**config.mk**
```make
export PLATFORM = sky130hd
export DESIGN_NAME = rtype_cpu_sequencer
export DESIGN_NICKNAME = d
export VERILOG_FILES = /design/src/rtl/rtype_cpu_sequencer_pkg.sv /design/src/rtl/rtype_funct_decoder.sv /design/src/rtl/rtype_cpu_sequencer.sv
export SDC_FILE = /design/constraint.sdc
export NUM_CORES = 1
export LEC_CHECK = 0
export BUFFER_PORTS_ARGS = -buffer_cell sky130_fd_sc_hd__clkbuf_2
export CAP_MARGIN = 20
export CORE_UTILIZATION = 50
export CTS_BUF_LIST = sky130_fd_sc_hd__clkbuf_4 sky130_fd_sc_hd__clkbuf_8 sky130_fd_sc_hd__clkbuf_16
export CTS_CLUSTER_DIAMETER = 50
export CTS_CLUSTER_SIZE = 25
export DETAILED_ROUTE_END_ITERATION = 16
export PLACE_DENSITY = 0.85
export SLEW_MARGIN = 20
export SYNTH_ARGS = -nofsm -noshare
export SYNTH_HDL_FRONTEND = slang
export SYNTH_SLANG_ARGS = --single-unit
export TNS_END_PERCENT = 1
```
**constraint.sdc**
```tcl
create_clock -name clk_CPU -period 2.4 [get_ports clk_CPU]
set_input_delay 0 -clock clk_CPU [delete_from_list [all_inputs] [get_ports clk_CPU]]
set_output_delay 0 -clock clk_CPU [all_outputs]
set_load 0.02 [all_outputs]
```
**src/rtl/rtype_cpu_sequencer_pkg.sv**
```systemverilog
// Shared definitions for the multi-cycle R-type sequencer: FSM states,
// instruction field constants and the ALU control codes understood by the ALU.
package rtype_cpu_sequencer_pkg;

  typedef enum logic [2:0] {
    ST_IDLE   = 3'd0,
    ST_FETCH  = 3'd1,
    ST_DECODE = 3'd2,
    ST_EXEC   = 3'd3,
    ST_WB     = 3'd4,
    ST_HALT   = 3'd5
  } state_e;

  localparam logic [5:0] OPC_RTYPE   = 6'h00;
  localparam logic [5:0] HALT_OPCODE = 6'h3F;

  localparam logic [5:0] FN_ADD = 6'h20;
  localparam logic [5:0] FN_SUB = 6'h22;
  localparam logic [5:0] FN_AND = 6'h24;
  localparam logic [5:0] FN_OR  = 6'h25;
  localparam logic [5:0] FN_NOR = 6'h27;
  localparam logic [5:0] FN_SLT = 6'h2A;

  localparam logic [3:0] ALU_AND = 4'b0000;
  localparam logic [3:0] ALU_OR  = 4'b0001;
  localparam logic [3:0] ALU_ADD = 4'b0010;
  localparam logic [3:0] ALU_SUB = 4'b0110;
  localparam logic [3:0] ALU_SLT = 4'b0111;
  localparam logic [3:0] ALU_NOR = 4'b1100;

endpackage

```
**src/rtl/rtype_funct_decoder.sv**
```systemverilog
// Combinational opcode/funct decode into ALU control plus a legality flag.
// Unsupported encodings report legal=0 and fall back to the add code.
module rtype_funct_decoder
  import rtype_cpu_sequencer_pkg::*;
(
  input  logic [5:0] opcode,
  input  logic [5:0] funct,
  output logic [3:0] alu_op,
  output logic       legal
);

  always_comb begin
    // NOTE: every output gets a default before the case so no path leaves it
    // unassigned; that is what keeps this block free of inferred latches.
    alu_op = ALU_ADD;
    legal  = 1'b0;
    if (opcode == OPC_RTYPE) begin
      legal = 1'b1;
      case (funct)
        FN_ADD:  alu_op = ALU_ADD;
        FN_SUB:  alu_op = ALU_SUB;
        FN_AND:  alu_op = ALU_AND;
        FN_OR:   alu_op = ALU_OR;
        FN_NOR:  alu_op = ALU_NOR;
        FN_SLT:  alu_op = ALU_SLT;
        default: legal  = 1'b0;
      endcase
    end
  end

endmodule

```
**src/rtl/rtype_cpu_sequencer.sv**
```systemverilog
// Multi-cycle control FSM for the R-type datapath: owns PC and IR and steps
// each instruction through FETCH, DECODE, EXEC and WB, halting on request.
module rtype_cpu_sequencer
  import rtype_cpu_sequencer_pkg::*;
#(
  parameter logic [31:0] PC_RESET      = 32'h0000_0000,
  parameter int unsigned IMEM_WORDS    = 64,
  parameter int unsigned FETCH_TIMEOUT = 8
) (
  input  logic        clk_CPU,
  input  logic        rst,
  input  logic        start,
  input  logic        stop,
  output logic [31:0] inst_addr,
  output logic        inst_rd_en,
  input  logic [31:0] inst_data,
  input  logic        inst_valid,
  output logic [4:0]  rs_addr,
  output logic [4:0]  rt_addr,
  output logic [4:0]  rd_addr,
  output logic [3:0]  alu_op,
  output logic        rf_we,
  output logic        busy,
  output logic        halted,
  output logic        fault,
  output logic        illegal,
  output logic [31:0] retired
);

  localparam logic [31:0] PC_LAST = PC_RESET + 32'(4 * (IMEM_WORDS - 1));
  localparam int unsigned TMO_W   = $clog2(FETCH_TIMEOUT + 1);
  localparam logic [TMO_W-1:0] TMO_LAST = TMO_W'(FETCH_TIMEOUT - 1);

  state_e            state_q, state_d;
  logic [31:0]       pc_q, pc_d;
  logic [31:0]       ir_q, ir_d;
  logic [31:0]       retired_q, retired_d;
  logic [3:0]        alu_op_q, alu_op_d;
  logic              legal_q, legal_d;
  logic              fault_q, fault_d;
  logic [TMO_W-1:0]  tmo_q, tmo_d;

  logic [3:0]        dec_alu_op;
  logic              dec_legal;
  logic              in_flight;
  logic              unused_shamt;

  rtype_funct_decoder u_decoder (
    .opcode (ir_q[31:26]),
    .funct  (ir_q[5:0]),
    .alu_op (dec_alu_op),
    .legal  (dec_legal)
  );

  always_comb begin
    state_d   = state_q;
    pc_d      = pc_q;
    ir_d      = ir_q;
    retired_d = retired_q;
    alu_op_d  = alu_op_q;
    legal_d   = legal_q;
    fault_d   = fault_q;
    tmo_d     = tmo_q;
    case (state_q)
      ST_IDLE: begin
        if (start) begin
          state_d = ST_FETCH;
          pc_d    = PC_RESET;
          tmo_d   = '0;
        end
      end
      ST_FETCH: begin
        // A word arriving on the last allowed cycle still wins over the timeout.
        if (inst_valid) begin
          ir_d    = inst_data;
          state_d = ST_DECODE;
        end else if (tmo_q == TMO_LAST) begin
          fault_d = 1'b1;
          state_d = ST_HALT;
        end else begin
          tmo_d = tmo_q + TMO_W'(1);
        end
      end
      ST_DECODE: begin
        if (ir_q[31:26] == HALT_OPCODE) begin
          state_d = ST_HALT;
        end else begin
          alu_op_d = dec_alu_op;
          legal_d  = dec_legal;
          state_d  = ST_EXEC;
        end
      end
      ST_EXEC: state_d = ST_WB;
      ST_WB: begin
        retired_d = retired_q + 32'd1;
        pc_d      = (pc_q == PC_LAST) ? PC_RESET : pc_q + 32'd4;
        tmo_d     = '0;
        state_d   = stop ? ST_HALT : ST_FETCH;
      end
      ST_HALT: begin
        if (start && !stop) begin
          state_d = ST_FETCH;
          tmo_d   = '0;
        end
      end
      default: state_d = ST_IDLE;
    endcase
  end

  always_ff @(posedge clk_CPU) begin
    // NOTE: sequential state uses non-blocking assignments only, so every flop
    // samples the pre-edge values regardless of statement order.
    if (rst) begin
      state_q   <= ST_IDLE;
      pc_q      <= PC_RESET;
      ir_q      <= '0;
      retired_q <= '0;
      alu_op_q  <= ALU_ADD;
      legal_q   <= 1'b0;
      fault_q   <= 1'b0;
      tmo_q     <= '0;
    end else begin
      state_q   <= state_d;
      pc_q      <= pc_d;
      ir_q      <= ir_d;
      retired_q <= retired_d;
      alu_op_q  <= alu_op_d;
      legal_q   <= legal_d;
      fault_q   <= fault_d;
      tmo_q     <= tmo_d;
    end
  end

  // Register addresses are only presented while an instruction is in flight.
  assign in_flight = (state_q == ST_DECODE) || (state_q == ST_EXEC) || (state_q == ST_WB);

  assign inst_addr  = pc_q;
  assign inst_rd_en = (state_q == ST_FETCH);
  assign rs_addr    = in_flight ? ir_q[25:21] : 5'd0;
  assign rt_addr    = in_flight ? ir_q[20:16] : 5'd0;
  assign rd_addr    = in_flight ? ir_q[15:11] : 5'd0;
  assign alu_op     = alu_op_q;
  assign rf_we      = (state_q == ST_WB) && legal_q && (ir_q[15:11] != 5'd0);
  assign illegal    = (state_q == ST_WB) && !legal_q;
  assign busy       = in_flight || (state_q == ST_FETCH);
  assign halted     = (state_q == ST_HALT);
  assign fault      = fault_q;
  assign retired    = retired_q;

  assign unused_shamt = ^ir_q[10:6];

endmodule

```
# Word level (Yosys, flattened, before mapping)
# Cells that the tools add are included.
[word_totals] register_bits=109 latch_bits=0 ram_bits=0 romBits=0 inputBits=37 out_inout_bits=89 wordCells=75 n_memories=0
[classes] add_sub_neg=3 n_mul=0 div=0 order_cmp=0 eq_ne=19 n_shift=0 mux=22 bitwise=2 reduce_logical=21
[op_table] operator="32-bit 2-to-1 mux" n=2
[op_table] operator="32-bit one-hot mux with 2 select lines" n=1
[op_table] operator="6-bit == test, second input constant" n=7
[op_table] operator="32-bit by 1-bit adder with 32-bit output, second input constant" n=1
[op_table] operator="32-bit by 3-bit adder with 32-bit output, second input constant" n=1
[op_table] operator="32-bit by 8-bit == test with 1-bit output, second input constant" n=1
[op_table] operator="4-bit 2-to-1 mux" n=5
[op_table] operator="4-bit one-hot mux with 5 select lines" n=1
[op_table] operator="3-bit 2-to-1 mux" n=6
[op_table] operator="3-bit one-hot mux with 6 select lines" n=1
[op_table] operator="4-bit one-hot mux with 4 select lines" n=1
[op_table] operator="5-bit 2-to-1 mux" n=3
[op_table] operator="3-bit by 2-bit == test with 1-bit output, second input constant" n=2
[op_table] operator="3-bit == test, second input constant" n=2
[op_table] operator="6-bit logical NOT" n=1
[op_table] operator="2-bit inequality test, second input constant" n=3
[op_table] operator="2-bit AND reduction" n=3
[op_table] operator="3-bit AND reduction" n=2
[op_table] operator="6-bit OR reduction" n=1
[op_table] operator="5-bit AND reduction" n=1
[op_table] operator="5-bit nonzero test" n=1
[op_table] operator="4-bit by 1-bit adder with 4-bit output, second input constant" n=1
[op_table] operator="4-bit by 3-bit == test with 1-bit output, second input constant" n=1
[op_table] operator="1-bit logical AND" n=4
[op_table] operator="10 further kinds" n=15

# Depth between registers and ports, before layout
# Gate-level depths: netlist of run 1.
[logic_depth] depth_word=4 depth_mapped=8 ltp_nobuf=6

# By module
# From an unflattened synthesis of run 1, not the netlist that was laid out.
[hier_totals] cells_unflattened=622 area_unflattened_um2=4895.9
[modules_own_cells] mod="rtype_cpu_sequencer" n_inst=1 cells_per_inst=606 area_each_um2=4789.6 seq_area_each_um2=2042.0
[modules_own_cells] mod="rtype_funct_decoder" n_inst=1 cells_per_inst=16 area_each_um2=106.4 seq_area_each_um2=0.0

# Least setup slack after synthesis of run 1
# No wires, ideal clock.
[synth_timing] kind="register -> register" startpoint="register pc_q[2] (netlist: inst_addr[2])" endpoint="register pc_q[16] (netlist: inst_addr[16])" setup_ps=62 arrival_ps=1867 t_required_ps=2338 path_slack_ps=471 stages_incl_launch_ff=7 n_path_buf=0 period_less_slack_ps=1929 path_cell_list="dfxtp_1 > ha_1 > nand3_1 > nor2_2 > nand4_1 > or3b_2 > nand3_1"
[synth_between] elab_chain_cells=3 elab_cells_between_ends=4
[synth_rtl] item="start, declared" line_no="rtype_cpu_sequencer.sv:35" rtl="logic [31:0] pc_q, pc_d;"
[synth_rtl] item="start signal, assigned" line_no="rtype_cpu_sequencer.sv:124" rtl="pc_q <= pc_d;"
[synth_rtl] item="32-bit by 3-bit adder with 32-bit output or 32-bit by 8-bit == test with 1-bit output (tied branches)" line_no="rtype_cpu_sequencer.sv:96" rtl="pc_d = (pc_q == PC_LAST) ? PC_RESET : pc_q + 32'd4;"
[synth_rtl] item="32-bit 2-to-1 mux *" line_no="rtype_cpu_sequencer.sv:96"
[synth_rtl] item="32-bit one-hot mux with 2 select lines *" line_no="rtype_cpu_sequencer.sv:64" rtl="case (state_q)"
# Mark *: on every way between the ends. The rest lies on a longest branch, timed or not.
# A chain may end at the register's enable or synchronous reset.

# Worst setup path in the final report of run 1
[layout_timing] startpoint="register state_q[2]" endpoint="register pc_q[16] (netlist: inst_addr[16])"
[layout_between] elab_chain_cells=3 elab_cells_between_ends=6
[layout_rtl] item="start, declared" line_no="rtype_cpu_sequencer.sv:34" rtl="state_e state_q, state_d;"
[layout_rtl] item="start signal, assigned" line_no="rtype_cpu_sequencer.sv:123" rtl="state_q <= state_d;"
[layout_rtl] item="3-bit == test or 3-bit logical NOT (tied branches)" line_no="rtype_cpu_sequencer.sv:64"
[layout_rtl] item="2-bit nonzero test (no line) or 2-bit inequality test (tied branches)"
[layout_rtl] item="2-bit AND reduction (no line)"
# Parallel ways exist; a longest one is shown, timed or not.

==> out/metrics.csv, run 1 <==
metric,value,unit
outcome,completed,
fin_nets,797,
hp-class,input port to flip-flop,
p_sw,0.0008151,W
synth_common_cells,"dfxtp_1, nand2_1, a21oi_1, nor2_1, nand3_1",
min_period,2102,ps
fmax,0.4757,GHz
viasPerCell,5.533,
grt_start_max_net_pins,51,
switching_share,26.14,%
diodes,0,
synthToLayoutAreaGrowth,23.02,%
yosysTopAreaCell,dfxtp_1,
powerDensity,503.5,mW/mm^2
worstMarginPinSlew,563.7,ps
cts_max_path_buffers,2,
portBuffers,118,
fin_skew,11.34,ps
rows,36,
routed_wirelength,12700,um
hold-path-cell-count,4,
timing.max_cap.violations,0,
drtPass1Iterations,5,
numCtsBuffers,9,
nFillCells,817,
synth_area,0.005034,sq mm
finish.utilization,63.35,%
clock-root-buffer,clkbuf_8,
yosys_warnings,0,
criticalPathCategory,flip-flop to flip-flop,
die_y,102.3,um
coreArea,0.009774,sq mm
endpoint_kind,flip-flop,
drive_above_1_share,22.50,%
io_pins,126,
dieArea,0.01047,sq mm
r2r_end,inst_addr[16],
die_width,102.3,um
rrSetupSlack,300,ps
finalCritPeriodShare,87.59,%
via_count,4941,
place_area,0.005733,sq mm
grt-ovfl-total,0,
syn-instance-count,615,
routedWlPerCell,14.22,um
rsz0062_at_grt,no,
max-vdd-ir-drop,0.2838,mV
synthFlopType,dfxtp_1,
startpoint,state_q[2],
synth.top_cells.by_area,"dfxtp_1, nand2_1, a21oi_1",
fin_area,0.006192,sq mm
ys_seq_elements,102,
min-delay-start,inst_valid,
timing.rr.start,state_q[2],
drt_iter0_drc,149,
worstPathMaxFanout,50,
cts_tree,done,
fin_ws,297.8,ps
p_clk_share,32.6,%
slew_headroom,62.33,%
fin_tns_setup,0,ps
drcViolationCount,0,
clock_latency,370,ps
cts_setup_buffers,0,
synth_edf_count,0,
ant_nets,0,
internal-power,0.002303,W
cp-start-kind,flip-flop,
holdWs,33.02,ps
worstPathArrival,2420,ps
seqPwrFrac,56.5,%
cts.clk_slew.worst_paths,90,ps
netlist.area_leader.share,40.57,%
grt_antenna_before_repair,0,
synth_cell_type_count,63,
leakage,2.460,nW
clock-sinks,102,
ys_async_sr_fraction,0,%
grt_pass1_wl,20710,um
htree_num_levels,3,
dp_hpwl,8675,um
cp.required,2720,ps
combPwrFrac,10.9,%
grt_pass1_vias,4491,
place.gp.congestion,0.8521,
yosysSeqAreaShare,40.57,%
initial_core_util,51.50,%
worstHoldEndpoint,tmo_q[0],
drv_slew,0,
syn_area_per_cell,8.185,sq um
yosysMostFrequentCell,dfxtp_1,
grtUsageTotal,24.96,%
finalSetupViolCount,0,
final_hold_viol_count,0,
place_ws,308.6,ps
reg2reg_depth,5,
[state kept, by name (all words and copies together) (netlist names)]
register	cells
retired	32
inst_addr	30
ir_q	27
alu_op	4
tmo_q	4
state_q	3
fault	1
legal_q	1
[per-layer routing]
layer  vias to the layer above  global-route usage, %  part of all wire (%)
li1                       2458                      -                     -
met1                      2304                  29.98                    44
met2                       161                  42.75                    49
met3                        18                  5.951                   5.7
met4                         0                  10.33                   1.4
met5                         -                      0                     0
[cell usage in the layout, fill, tap and decap left out, types with 17 or more instances in the layout]
cell,instances
dlygate4sd3_1,28
xnor2_1,17
a21oi_1,59
nand3_1,31
nand4_1,21
a31oi_1,22
dfxtp_1,102
nand2_1,100
nor2_1,51
clkbuf_2,118
[how the worst max path moves through the flow]
stage                    end  slack [ps]  cells after the start
3_3_place_gp   inst_addr[16]         360                      5
2_1_floorplan  inst_addr[16]         470                      6
6_report       inst_addr[16]         300                      5
4_1_cts        inst_addr[16]         300                      5
3_5_place_dp     retired[31]         310                      5
5_1_grt          retired[31]          90                      5
[cell type report]
type	instances	area, sq um	share of cell area [%]
clock buffers	12	158.9	2.566
well taps	133	166.4	2.687
repair buffers	160	988.4	15.96
multi-input cells	469	2764	44.64
clock inverters	3	20.02	0.3233
inverters	14	52.55	0.8487
flip-flops and latches	102	2042	32.98
[power groups by stage]
stage | Combinational [W] | Sequential, W | Clock [W]
after CTS | 0.000336 | 0.00176 | 0.00104
after floorplan | 0.000221 | 0.00179 | 0
after global routing | 0.000374 | 0.00177 | 0.00111
final | 0.000339 | 0.00176 | 0.00102
after detailed placement | 0.000300 | 0.00180 | 0
after global placement | 0.000291 | 0.00180 | 0
[worst max-delay path, cell delays in order, from the launching register on]
cell and delay, ps:
dfxtp_1 540, or3b_4 490, a211oi_4 210, buf_12 250
or3b_2 460, nand3_1 90
[what timing repair did]
item	4_1_cts	5_1_grt
resized for setup	0	0
setup endpoints to repair	0	0
endpoints found under the hold margin	28	0
hold buffers	28	0
[cell families after synthesis]
| logic type | Yosys count | synth area share (%) |
|---|---|---|
| simple gates | 311 | 33.51 |
| compound gates | 118 | 14.22 |
| flops | 102 | 40.57 |
| buf+inv | 45 | 4.599 |
| xor+xnor | 30 | 5.220 |
| fa+ha+maj | 4 | 0.9943 |
| mux | 4 | 0.8203 |
| other cells | 1 | 0.07450 |
[through the flow]
| step | power, W | cells |
|---|---|---|
| 3_5_place_dp | 0.002101 | 850 |
| 2_1_floorplan | 0.002009 | 616 |
| 4_1_cts | 0.003134 | 893 |
| 6_report | 0.003118 | 893 |
| 5_1_grt | 0.003250 | 893 |
| 3_3_place_gp | 0.002088 | 850 |
Note: power is estimated with default switching activity, not from simulation.
==> inputs of run 2 (changes only) <==
==> constraint.sdc (replaced) <==
create_clock -name clk_CPU -period 2.4 [get_ports clk_CPU]
set_input_delay 0.12 -clock clk_CPU [delete_from_list [all_inputs] [get_ports clk_CPU]]
set_output_delay 0.12 -clock clk_CPU [all_outputs]
set_load 0.02 [all_outputs]
==> run 2 against run 1 <==
  * Clock power about the same
  * Non-clock buffer count down 1
  * Setup slack got worse by 51 ps
  * Final cell count is the same
  * First-iteration DRC count is 42% higher
  * Sequential share of layout area is 0.073 points higher
  * Largest cell class unchanged
  * Largest power group unchanged
==> out/metrics.csv, run 2 (synthesis results as in run 1) <==
metric,value,unit,change
outcome,completed,,
fin_skew,8.334,ps,-3.004 ps
final_hold_viol_count,0,,unchanged
die_y,102.3,um,unchanged
cp.required,2280,ps,-440 ps
path_cells,nor3b_4 > buf_4 > nor2_1 > buf_4 > nor2b_1 > clkbuf_2,,
critPathMostFrequentCell,buf_4,,
die_width,102.3,um,unchanged
dieArea,0.01047,sq mm,unchanged
drt_iter0_drc,211,,+42%
worstPathArrival,2030,ps,-390 ps
largest_reg_flops,32,,unchanged
hp-class,input port to flip-flop,,
io_pins,126,,unchanged
rows,36,,unchanged
leakage,2.452,nW,-0.33%
via_count,5076,,+2.7%
ant_nets,0,,unchanged
holdWs,120.2,ps,+87.19 ps
cts_max_path_buffers,2,,unchanged
finish.utilization,63.21,%,-0.14 points
cts_setup_buffers,0,,unchanged
numCtsBuffers,9,,unchanged
drv_slew,0,,unchanged
worstPathMaxFanout,16,,-68%
min_period,2153,ps,+50.94 ps
reg2reg_depth,5,,unchanged
critPathSlowestCell,dfxtp_1,,
rsz0062_at_grt,no,,
viasPerCell,5.684,,+2.7%
drtPass1Iterations,5,,unchanged
hold-path-cell-count,4,,unchanged
r2r_end,inst_addr[23],,
criticalPathCategory,flip-flop to primary output,,
finalCritPeriodShare,89.71,%,+2.1 points
gr-max-usage-layer,met2,,
place.gp.congestion,0.8561,,+0.47%
max-vdd-ir-drop,0.2961,mV,+4.4%
grt_antenna_before_repair,0,,unchanged
final_common_cell,clkbuf_2,,
timing.rr.start,state_q[2],,
powerDensity,502.7,mW/mm^2,-0.17%
cts_tree,done,,
cp-start-kind,flip-flop,,
synthToLayoutAreaGrowth,22.74,%,
met2_usage,45.95,%,+3.2 points
endpoint_kind,primary output,,
min-delay-start,start,,
p_total,0.003106,W,-0.39%
initial_core_util,51.50,%,unchanged
fmax,0.4644,GHz,-2.4%
clock-sinks,102,,unchanged
coreArea,0.009774,sq mm,unchanged
dp_hpwl,8807,um,+1.5%
worstHoldEndpoint,state_q[2],,
drcViolationCount,0,,unchanged
htree_num_levels,3,,unchanged
grtUsageMet3,6.908,%,+0.96 points
clock_latency,380,ps,about the same
diodes,0,,unchanged
worstMarginPinSlew,578.8,ps,+15.16 ps
cts.clk_slew.worst_paths,90,ps,about the same
fin_nets,796,,-0.13%
routedWlPerCell,14.72,um,+3.5%
grt_start_max_net_pins,51,,unchanged
finalSetupViolCount,0,,unchanged
use_met1,29.62,%,-0.36 points
max_stage_delay,530,ps,about the same
cts_resized,0,,unchanged
fin_tns_setup,0,ps,unchanged
final_cell_mix,"clkbuf_2, dfxtp_1, nand2_1",,
grt_pass1_vias,4797,,+6.8%
timing.max_cap.violations,0,,unchanged
portBuffers,118,,unchanged
grtUsageTotal,25.68,%,+0.72 points
slew_headroom,61.32,%,-1.0 points
drive_above_1_share,22.63,%,+0.13 points
postCtsHoldBufs,27,,-3.6%
grt_pass1_wl,21290,um,+2.8%
routed_wirelength,13140,um,+3.5%
clock-root-buffer,clkbuf_8,,
rrSetupSlack,290,ps,about the same
grt-ovfl-total,0,,unchanged
[run 2: cell types whose count changed in the layout (fill, tap and decap cells not counted), sizes merged]
cell	change
clkinv	+2
clkinvlp	+1
clkbuf	-2
dlygate4sd3	-1
[run 2: how the worst max path moves through the flow]
stage                          endpoint  depth (start not counted)         start
after floorplan           inst_addr[16]                          6  inst_addr[2]
after global placement    inst_addr[23]                          5    state_q[2]
after detailed placement  inst_addr[23]                          5    state_q[2]
after CTS                    rs_addr[4]                          6    state_q[2]
after global routing         rs_addr[4]                          6    state_q[2]
final                        rs_addr[4]                          6    state_q[2]
[run 2: worst max-delay path: cells and delay by family (launching register included)]
kind	cells	cell delay, ps
buffers and inverters	3	590
DFF	1	530
and+or+nand+nor	3	520
[run 2: final cells by class]
cell class              instances  area [sq um]
clock buffers                  10         137.6
inverters                      14         52.55
well taps                     133         166.4
clock inverters                 6         37.54
fillers                       838          3596
repair buffers                159         978.4
multi-input cells             469          2764
flip-flops and latches        102          2042
[run 2: report_power, final]
group / switching (W) / internal (W) / leakage, nW / total [W]
clock network: 0.000603 / 0.000400 / 0.0841 / 0.00100
logic: 0.000203 / 0.000138 / 1.54 / 0.000342
registers: 0.0000369 / 0.00172 / 0.824 / 0.00176
total: 0.000843 / 0.00226 / 2.45 / 0.00311
[run 2: stage by stage]
| stage | instances | setup WS, ps | cell area [sq um] |
|---|---|---|---|
| floorplan | 616 | 470.7 | 5037 |
| global placement | 850 | 358.9 | 5733 |
| detailed placement | 850 | 310.1 | 5733 |
| CTS | 893 | 239.1 | 6178 |
| global route | 893 | 142.7 | 6178 |
| finish | 893 | 246.9 | 6178 |
[run 2: routing by layer]
layer	part of all wire, %	vias to the layer above
li1	-	2457
met5	0	-
met3	6.9	15
met2	51	199
met1	41	2405
met4	1.2	0
